**config.mk**
```make
export PLATFORM = sky130hd
export DESIGN_NAME = traffic_phase_ctrl
export DESIGN_NICKNAME = d
export VERILOG_FILES = /design/src/rtl/tlc_pkg.sv /design/src/rtl/tlc_ped_latch.sv /design/src/rtl/traffic_phase_ctrl.sv
export SDC_FILE = /design/constraint.sdc
export NUM_CORES = 1
export LEC_CHECK = 0
export ABC_AREA = 0
export CORE_MARGIN = 2
export CORE_UTILIZATION = 40
export CTS_BUF_LIST = sky130_fd_sc_hd__clkbuf_8
export DETAILED_ROUTE_END_ITERATION = 10
export HOLD_SLACK_MARGIN = 0.06
export PLACE_DENSITY = 0.71
export RECOVER_POWER = 50
export SYNTH_ARGS = -nofsm -noshare
export SYNTH_HDL_FRONTEND = slang
export SYNTH_SLANG_ARGS = --single-unit
export TNS_END_PERCENT = 1
```
**constraint.sdc**
```tcl
create_clock -name clk -period 1.17 [get_ports clk]
set_clock_uncertainty 0.05 [all_clocks]
set_input_delay 0.234 -clock clk [delete_from_list [all_inputs] [get_ports clk]]
set_output_delay 0.234 -clock clk [all_outputs]
set_load 0.02 [all_outputs]
```
**src/rtl/tlc_pkg.sv**
```systemverilog
// tlc_pkg: phase encoding, lamp codes and lamp decode
// shared by the traffic phase controller files
package tlc_pkg;

  typedef enum logic [2:0] {
    PH_NS_GRN = 3'd0,
    PH_NS_YEL = 3'd1,
    PH_AR1    = 3'd2,
    PH_EW_GRN = 3'd3,
    PH_EW_YEL = 3'd4,
    PH_AR2    = 3'd5,
    PH_WALK   = 3'd6
  } phase_t;

  localparam logic [2:0] LAMP_RED = 3'b100;
  localparam logic [2:0] LAMP_YEL = 3'b010;
  localparam logic [2:0] LAMP_GRN = 3'b001;

  function automatic logic [2:0] ns_lamp(input phase_t p);
    logic [2:0] l;
    l = LAMP_RED;
    case (p)
      PH_NS_GRN: l = LAMP_GRN;
      PH_NS_YEL: l = LAMP_YEL;
      default:   l = LAMP_RED;
    endcase
    return l;
  endfunction

  function automatic logic [2:0] ew_lamp(input phase_t p);
    logic [2:0] l;
    l = LAMP_RED;
    case (p)
      PH_EW_GRN: l = LAMP_GRN;
      PH_EW_YEL: l = LAMP_YEL;
      default:   l = LAMP_RED;
    endcase
    return l;
  endfunction

endpackage

```
**src/rtl/tlc_ped_latch.sv**
```systemverilog
// tlc_ped_latch: pending pedestrian request and one-cycle
// acknowledge marking the walk entry cycle
module tlc_ped_latch (
  input  logic clk,
  input  logic rst_n,
  input  logic i_req,
  input  logic i_enter,
  output logic o_pend,
  output logic o_ack
);

  logic r_pend;
  logic r_ack;

  // set outside the walk entry cycle, cleared when walk is entered
  always_ff @(posedge clk or negedge rst_n) begin
    if (!rst_n) begin
      r_pend <= 1'b0;
      r_ack  <= 1'b0;
    end else begin
      r_ack <= i_enter;
      if (i_enter)
        r_pend <= 1'b0;
      else if (i_req && !r_ack)
        r_pend <= 1'b1;
    end
  end

  // a request raised in the deciding cycle counts immediately
  assign o_pend = r_pend | i_req;
  assign o_ack  = r_ack;

endmodule

```
**src/rtl/traffic_phase_ctrl.sv**
```systemverilog
// traffic_phase_ctrl: phase sequencer driving an external interval timer.
// Define TLC_PED_EN to build in the pedestrian walk phase.
module traffic_phase_ctrl
  import tlc_pkg::*;
#(
  parameter int N        = 4,
  parameter int T_GREEN  = 10,
  parameter int T_YELLOW = 3,
  parameter int T_ALLRED = 1,
  parameter int T_WALK   = 6
) (
  input  logic         clk,
  input  logic         reset_n,
  input  logic         tmr_done,
  output logic [N-1:0] tmr_final_value,
  output logic         tmr_restart,
  output logic [2:0]   ns_light,
  output logic [2:0]   ew_light,
  input  logic         ped_req,
  output logic         ped_ack,
  output logic         walk
);

  localparam int TMAX = (1 << N) - 1;

  if (T_GREEN > TMAX || T_YELLOW > TMAX ||
      T_ALLRED > TMAX || T_WALK > TMAX) begin : g_range_err
    $error("traffic_phase_ctrl: duration exceeds timer range");
  end

  phase_t       r_phase;
  phase_t       w_nxt;
  logic         r_restart;
  logic [N-1:0] r_fv;
  logic [2:0]   r_ns;
  logic [2:0]   r_ew;
  logic [N-1:0] w_fv;
  logic         w_adv;
  logic         w_bad;
  logic         w_pend;

  // a match seen in a restart cycle is stale and never advances
  assign w_adv = tmr_done & ~r_restart;

  // next phase from the fixed ring, walk inserted after all-red 2
  always_comb begin
    w_nxt = r_phase;
    w_bad = 1'b0;
    case (r_phase)
      PH_NS_GRN: if (w_adv) w_nxt = PH_NS_YEL;
      PH_NS_YEL: if (w_adv) w_nxt = PH_AR1;
      PH_AR1:    if (w_adv) w_nxt = PH_EW_GRN;
      PH_EW_GRN: if (w_adv) w_nxt = PH_EW_YEL;
      PH_EW_YEL: if (w_adv) w_nxt = PH_AR2;
      PH_AR2:    if (w_adv) w_nxt = w_pend ? PH_WALK : PH_NS_GRN;
`ifdef TLC_PED_EN
      PH_WALK:   if (w_adv) w_nxt = PH_NS_GRN;
`endif
      default: begin
        w_nxt = PH_AR2;
        w_bad = 1'b1;
      end
    endcase
  end

  // duration of the phase being entered
  always_comb begin
    w_fv = N'(T_ALLRED);
    case (w_nxt)
      PH_NS_GRN, PH_EW_GRN: w_fv = N'(T_GREEN);
      PH_NS_YEL, PH_EW_YEL: w_fv = N'(T_YELLOW);
`ifdef TLC_PED_EN
      PH_WALK:              w_fv = N'(T_WALK);
`endif
      default:              w_fv = N'(T_ALLRED);
    endcase
  end

  // phase and its registered outputs change on the same edge
  always_ff @(posedge clk or negedge reset_n) begin
    if (!reset_n) begin
      r_phase   <= PH_AR2;
      r_restart <= 1'b1;
      r_fv      <= N'(T_ALLRED);
      r_ns      <= LAMP_RED;
      r_ew      <= LAMP_RED;
    end else begin
      r_phase   <= w_nxt;
      r_restart <= w_adv | w_bad;
      r_fv      <= w_fv;
      r_ns      <= ns_lamp(w_nxt);
      r_ew      <= ew_lamp(w_nxt);
    end
  end

  assign tmr_restart     = r_restart;
  assign tmr_final_value = r_fv;
  assign ns_light        = r_ns;
  assign ew_light        = r_ew;

`ifdef TLC_PED_EN
  logic r_walk;
  logic w_enter;

  assign w_enter = (r_phase == PH_AR2) && (w_nxt == PH_WALK);

  // walk lamp lit for the whole walk phase
  always_ff @(posedge clk or negedge reset_n) begin
    if (!reset_n)
      r_walk <= 1'b0;
    else
      r_walk <= (w_nxt == PH_WALK);
  end

  tlc_ped_latch u_ped (
    .clk     (clk),
    .rst_n   (reset_n),
    .i_req   (ped_req),
    .i_enter (w_enter),
    .o_pend  (w_pend),
    .o_ack   (ped_ack)
  );

  assign walk = r_walk;
`else
  logic w_unused;

  assign w_unused = ped_req;
  assign w_pend   = 1'b0;
  assign ped_ack  = 1'b0;
  assign walk     = 1'b0;
`endif

endmodule

```
==> results by stage, run 1 <==
STA:
- The final critical delay including setup and external delays is around 1.3 ns.
- The setup TNS is -0.955 ns.
- The number of pins with negative max-slew slack in the final report came to 0.
- Measured against its own limit, the worst slew margin works out to between 50% and 60%.
- The upper clock frequency limit is between 700 and 800 MHz.
- Across all hold checks on the routed design, the worst slack comes to 0.482 ns.
- The slew of the pin with the lowest slew margin is between 0.6 and 0.7 ns.
- The final critical-path setup slack is -0.146 ns.
- The final number of hold-violating endpoints is 0.
- Dividing the final minimum period by the clock period gives 112%.
- Setup violations remaining at the end of the flow were counted as 13.
- Setup repair after global routing could not meet its margin everywhere.

Detailed routing:
- The first TritonRoute pass finished after 2 iterations.
- Once detail routing completed, the nets flagged for antenna violations numbered 0.
- After detailed routing, the number of vias per cell comes to about 5.
- For this block, the routed nets add up to ~1100 um of wire.
- Dividing the detail-routed wire length by the instance count gives 12.3 um.
- The total DRC errors in the routed layout is 0.
- In this run, the number of DRC markers left after iteration 0 of detailed routing was 4.
- The total via count in the routed design is between 400 and 500.

Power and ir drop:
- The power density over the cells is about 3000 nW/um2.
- The maximum resistive drop on vdd is between 1 and 1.5 mV.
- Summed over all cells, the static leakage comes to 0.000387 uW.

Critical path:
- The slowest stage of the critical path belongs to the cell dfstp_2.
- Together, buffers and inverters on the worst path number 0.
- The signal on the critical path passes through nor2b_2 > or4b_4 > o21a_1.
- STA classifies the critical path endpoint as a register.
- On the critical path the largest part of the delay comes from flip-flops.
- STA classifies the critical path startpoint as a register.
- The critical path data required time is 1.29 ns.
- Data arrives at the worst endpoint at ~1.4 ns.
- The largest fanout on the critical path is 3.
- The startpoint-to-endpoint class of the critical path is reg -> reg.
- For this run, the slowest stage of the critical path takes between 0.5 and 0.6 ns.

Synth:
- Summed over its instances, the top area cell type makes up about 29% of the synthesized netlist area.
- The distinct cell type count after synthesis is 26.
- Yosys instantiated no cell more often than dfrtp_1.
- After Yosys synthesis, XOR and XNOR cells account for ~2.9% of the synthesized area.
- The count of synthesis-stage warnings from yosys is 0.
- After synthesis, the largest family of logic cells by area is simple AND/OR/NAND/NOR gates.
- Summing the areas of all and, or, nand and nor instances in the mapped netlist gives 17.0% of the synthesized area.
- The compound-cell area share of the yosys netlist is roughly a tenth.
- The number of flops mapped to enable cells by yosys is 0.
- The count of state elements after synthesis is 13.
- After synthesis the cells add up to around 610 um2.
- In the post-synthesis netlist, the biggest area contributors are dfrtp_1 (29%), dfstp_2 (26%), buf_4 (6.1%).
- The commonest cells after synthesis are dfrtp_1 (7), dfstp_2 (6), buf_4 (5).
- The sequential area share after synthesis is a little over half.
- The most used flip-flop cell after synthesis is dfrtp_1.
- Each instance of the synthesized netlist takes up on average approximately 12 um2.
- Of all flip-flops after synthesis, the portion carrying an async set or reset was 100%.
- In the synthesized netlist, mux cells make up between 5 and 6% of the area.
- Summed over all instances, the cell type with the most area after synthesis is dfrtp_1.
- Summing the areas of all fa, ha and maj instances in the mapped netlist gives 0% of the synthesized area.
- After technology mapping, the gate count stands at between 50 and 60.

CTS:
- Buffers inserted during clock tree synthesis total 3.
- The worst-case clock buffer depth is 2.
- In this run the number of H-tree levels came out at 1.
- CTS placed an instance of clkbuf_8 at the clock tree root.
- Buffers added to address setup during post-CTS repair amount to 0.
- CTS saw 13 sinks.
- The clock latency on the worst-skew pair is around 0.24 ns.
- After clock tree synthesis, the clock-pin slew on the worst setup and hold paths is 0.05 ns.
- The clock tree from TritonCTS is built.

Global route:
- Entering global routing, the biggest net connects 14 pins.
- The global-route wire length before repair is 1960 um.
- For this run the aggregate overflow at the end of global routing stands at 0.
- The initial antenna violation count is 0.
- The overall fraction of global-route tracks in use is roughly 15%.
- The via count of the first global-routing pass is ~450.

Place:
- Timing analysis after detailed placement gives a worst setup slack of -0.396 ns.
- The congestion estimate from routability-driven global placement came to about 0.76.
- The cell count after placement is 84.
- During placement, the flow inserted port buffers numbering 12.
- The half-perimeter wire length of the detailed placement result is approximately 800 um.

Final layout:
- Of the cells placed in the final design, the portion with a size suffix greater than 1 is 45.8%.
- For this run, the number of standard cells in the final layout without fillers is 88.
- For this run, the post-layout net count is 77.
- The number of filler instances in the final layout is 134.
- The synthesis-to-layout area growth is 34.0%.
- The share of the core filled with cells in the final layout is between 50% and 60%.
- The number of inserted diodes is 0.

Floorplan:
- The number of primary I/O pins is 17.
- The total die area is approximately 1900 um2.
- The floorplan step defined a core boundary enclosing about 1500 um2.
- The die outline width is roughly 43 um.
- For this configuration, the core starts out at a cell density of about two fifths.
- The height of the chip is 43.1 um.
- The number of rows created at floorplan is 14.

Hold path:
- The worst hold path belongs to the class in -> async.

Flow run:
- The number of max-capacitance violations reported is 0.

Outcome:
- The checks that failed: negative setup slack.
- The flow ran to the end, but the final reports show violations.
cell usage in the layout (no fill, tap or decap), types with 2 or more instances in the layout:
cell type        count
clkbuf_2             3
nor2_1               3
conb_1               3
or2b_1               2
a21oi_1              3
nand2_1              3
buf_6                4
buf_4                7
clkdlybuf4s15_2      2
a21o_2               2
dfstp_2              6
nand2b_1             2
dfrtp_1              7
clkbuf_8             3
cell families after synthesis:
family / Yosys count
AOI/OAI and AO/OA: 9
other: 1
buffers and inverters: 7
DFF: 13
xor gates and xnor gates: 2
muxes: 3
and+or+nand+nor: 17
flip-flops by register name (all words and copies together), names as in the netlist:
name / count
tmr_restart: 1
ns_light: 3
r_phase: 3
ew_light: 3
tmr_final_value: 3
what timing repair did:
action / in CTS / in global routing
endpoints found under the hold margin: 0 / 0
setup endpoints to repair: 22 / 19
resized for setup: 37 / 7
hold buffers: 0 / 0
pin swaps: 1 / 2
through the flow:
stage | power (uW) | instance area [um2]
after floorplan | 1630 | 618
after global placement | 2050 | 766
after detailed placement | 2080 | 766
after CTS | 2460 | 822
after global routing | 2660 | 818
final | 2480 | 818
final cells by class:
| cell class | instances | area (um2) | share of cell area (%) |
|---|---|---|---|
| multi-input combinational | 34 | 246 | 30.1 |
| sequential | 13 | 333 | 40.7 |
| tap | 16 | 20.0 | 2.45 |
| timing repair buffer | 21 | 174 | 21.3 |
| clock buffer | 3 | 41.3 | 5.05 |
| clock inverter | 1 | 3.75 | 0.459 |
where the power goes:
group | total [uW] | switching, uW | internal (uW)
Combinational | 1250 | 618 | 636
Sequential | 855 | 131 | 725
Clock | 373 | 143 | 230
Total | 2480 | 891 | 1590
worst register-to-register path, cell delays in order, from the launching register on:
cell and delay, ns:
dfstp_2 0.54, nor2b_2 0.05, or4b_4 0.48, o21a_1 0.12
per-layer routing:
layer | up-vias | part of all wire, % | GRT usage (%)
li1 | 210 | - | -
met1 | 206 | 42 | 16.8
met2 | 11 | 53 | 24.8
met3 | 2 | 3.4 | 2.55
met4 | 0 | 1.3 | 10.9
met5 | - | 0 | 0
worst paths after layout:
path | slack, ns | from | cells past startpoint | to
worst max-delay path | -0.15 | tmr_restart | 3 | ew_light[2]
worst min-delay path | 0.48 | reset_n | 2 | ew_light[0]
worst max register to register | -0.15 | tmr_restart | 3 | ew_light[2]
worst min register to register | 0.56 | r_phase[0] | 2 | ns_light[0]
max in group asynchronous | 0.17 | reset_n | 2 | tmr_final_value[1]
min in group clk | 0.56 | r_phase[0] | 2 | ns_light[0]
No activity file was read; power rests on OpenSTA's default activity.
==> inputs of run 2 (changes only) <==
==> constraint.sdc (replaced) <==
create_clock -name clk -period 1.17 [get_ports clk]
set_clock_uncertainty 0.05 [all_clocks]
set_input_delay 0.117 -clock clk [delete_from_list [all_inputs] [get_ports clk]]
set_output_delay 0.117 -clock clk [all_outputs]
set_load 0.02 [all_outputs]
==> run 2 against run 1 <==
- critical path depth unchanged
- global-route usage shrank 1.3 points
- non-clock buffer count is 1 lower
- setup slack improved by 0.020 ns
- clock power grew 3%
- the run still ends with negative setup slack left
- critical path type unchanged
- register-to-register slack improved by 0.02 ns
- via count up 1.9%
- sequential share of layout area increased by 0.70 points
==> results by stage, run 2 (same netlist as run 1, synthesis figures left out) <==
Outcome:
- The run finished, with violations left.
- The checks that failed: negative setup slack.

Floorplan:
- The number of rows created at floorplan is 14.
- The height of the chip is 43.1 um.
- The die outline width is between 40 and 50 um.
- The total core area is 1470 um2.
- The die covers roughly 1900 um2.
- The initial utilization of the core area, before any placement, comes to about two fifths.
- Pin placement for this block handled 17 I/O pins.

Global route:
- The overflow left after global routing is 0.
- The via count of the first global-routing pass is 403.
- The global-route wire length before repair is 1830 um.
- The initial antenna violation count is 0.
- The maximum number of pins on one net before global-route repair is 14.
- Global routing used 13.6% of the available tracks across all layers.

CTS:
- The clock latency on the worst-skew pair is ~0.24 ns.
- The clock tree from TritonCTS is built.
- In this run the number of H-tree levels came out at 1.
- The clock buffer count from CTS is 3.
- Buffers inserted to repair hold after CTS numbered 0.
- The master cell of the clock root buffer is clkbuf_8.
- The number of clock sinks is 13.
- The clock edge transition at the registers on the reported setup and hold paths is ~0.060 ns.
- No sink is reached through more buffers than the 2 on the longest clock path.

STA:
- The final critical-path setup slack is -0.126 ns.
- The worst-case headroom to the max-slew limit is 53.5%.
- The final number of hold-violating endpoints is 0.
- Setup repair after global routing could not meet its margin everywhere.
- Of the available clock period, the critical path in the final layout requires 111%.
- The routed design could run at a clock period as short as 1.30 ns.
- After routing, the total negative slack on setup checks comes to -0.740 ns.
- For the pin with the worst max-slew slack, the measured transition is 0.698 ns.
- Setup violations remaining at the end of the flow were counted as 12.
- The number of pins with negative max-slew slack in the final report is 0.
- The worst hold slack across all endpoints is 0.386 ns.
- The upper clock frequency limit is about 770 MHz.

Final layout:
- The layout cell share with drive strength beyond 1 is 36.6%.
- The final cell area excluding filler cells is 805 um2.
- From synthesis to final layout, the design area changed by 31.8%.
- For this run, the post-layout net count is 76.
- The share of the core filled with cells in the final layout is ~55%.
- After filler insertion, the fill cell instance count of the layout stands at ~130.
- The top cell types in the final layout, fill and taps aside, are dfrtp_1 (7), dlygate4sd2_1 (7), dfstp_2 (6), buf_4 (5).
- The number of inserted diodes is 0.

Detailed routing:
- Dividing the detail-routed via count by the number of cells gives 5.02.
- In this run, the number of DRC markers left after iteration 0 of detailed routing was 5.
- The total via count in the routed design is 437.
- In the routed design, unresolved DRC markers number 0.
- In this run the remaining antenna-violating nets after routing total 0.
- Summed over all layers, the routed wires come to ~1100 um.
- In the final routed layout, each cell accounts on average for 12.1 um.
- The iteration count of the initial detailed-routing pass is 3.

Flow run:
- Across the run, the number of max-cap violations was 0.

Critical path:
- STA puts the critical path data arrival time at around 1.4 ns.
- The category of the worst setup path capture point is a register.
- The largest fanout on the critical path is 3.
- By startpoint and endpoint, the worst setup path is classified as reg -> reg.
- The critical path data required time is 1.29 ns.
- The critical path launch point type is a register.

Power and ir drop:
- Dividing total power by cell area gives a power density of a little under 3000 nW/um2.
- Overall power consumption after layout is estimated at 2390 uW.
- The worst-case IR drop observed on VDD is between 1 and 1.5 mV.
- The leakage power figure is a little under 0.0004 uW.

Place:
- In this run the tool buffered the top-level ports with 12 buffer cells.
- Summed over all nets, the half-perimeter wirelength after detailed placement is around 730 um.
- Summing all placed instances gives a cell area of approximately 770 um2.
- Routability-driven placement finished with a final weighted congestion of ~0.76.

Hold path:
- The worst min-delay path category is in -> async.
run 2: cell types whose count changed in the layout (fill, tap and decap cells not counted), moves of 2 or more:
cell	change
buf_4	-2
clkdlybuf4s15_2	-2
dlygate4sd2_1	+7
buf_2	+2
clkbuf_2	-3
buf_6	-3
run 2: layer usage:
metal / routed length, um / vias to the layer above / part of all wire [%] / global-route usage, %
met4: 14 / 0 / 1.3 / 7.27
met2: 526 / 11 / 50 / 20.0
met5: 0 / - / 0 / 0
li1: - / 204 / - / -
met1: 458 / 220 / 44 / 18.0
met3: 51 / 2 / 4.9 / 3.83
run 2: final timing paths:
kind | start | to | slack (ns) | cells past startpoint
worst min-delay path | reset_n | ew_light[1] | 0.39 | 2
worst min register to register | r_phase[0] | ns_light[0] | 0.57 | 2
max in group asynchronous | reset_n | ns_light[1] | 0.24 | 2
worst max register to register | tmr_restart | ew_light[2] | -0.13 | 3
min in group clk | tmr_done | ew_light[1] | 0.56 | 3
worst max-delay path | tmr_restart | ew_light[2] | -0.13 | 3
run 2: final cells by class:
| cell class | instances | area, um2 | area share (%) |
|---|---|---|---|
| Clock buffer | 3 | 41.3 | 5.13 |
| Clock inverter | 1 | 3.75 | 0.467 |
| Multi-Input combinational cell | 34 | 238 | 29.5 |
| Sequential cell | 13 | 333 | 41.4 |
| Tap cell | 16 | 20.0 | 2.49 |
| Timing Repair Buffer | 20 | 169 | 21.0 |
run 2: stage by stage:
| stage | setup WS [ns] | std cells |
|---|---|---|
| global route | -0.161 | 87 |
| CTS | -0.134 | 87 |
| finish | -0.126 | 87 |
| floorplan | -0.179 | 54 |
| detailed placement | -0.233 | 83 |
| global placement | -0.233 | 83 |
run 2: worst max-delay path: stages (launching register included):
cell	delay, ns
dfstp_2	0.54
nor2b_2	0.05
or4b_4	0.48
o21a_1	0.12
run 2: timing repair:
| action | CTS | global route |
|---|---|---|
| gates resized for setup | 18 | 6 |
| setup buffers | 0 | 0 |
| cloned | 0 | 0 |
| endpoints found under the setup margin | 22 | 16 |
| pin swaps | 2 | 2 |
run 2: report_power, final:
| part | leakage (uW) | total [uW] | internal [uW] | switching, uW |
|---|---|---|---|---|
| Combinational | 0.000207 | 1180 | 566 | 611 |
| Clock | 0.0000269 | 384 | 231 | 153 |
| Sequential | 0.000152 | 833 | 722 | 111 |
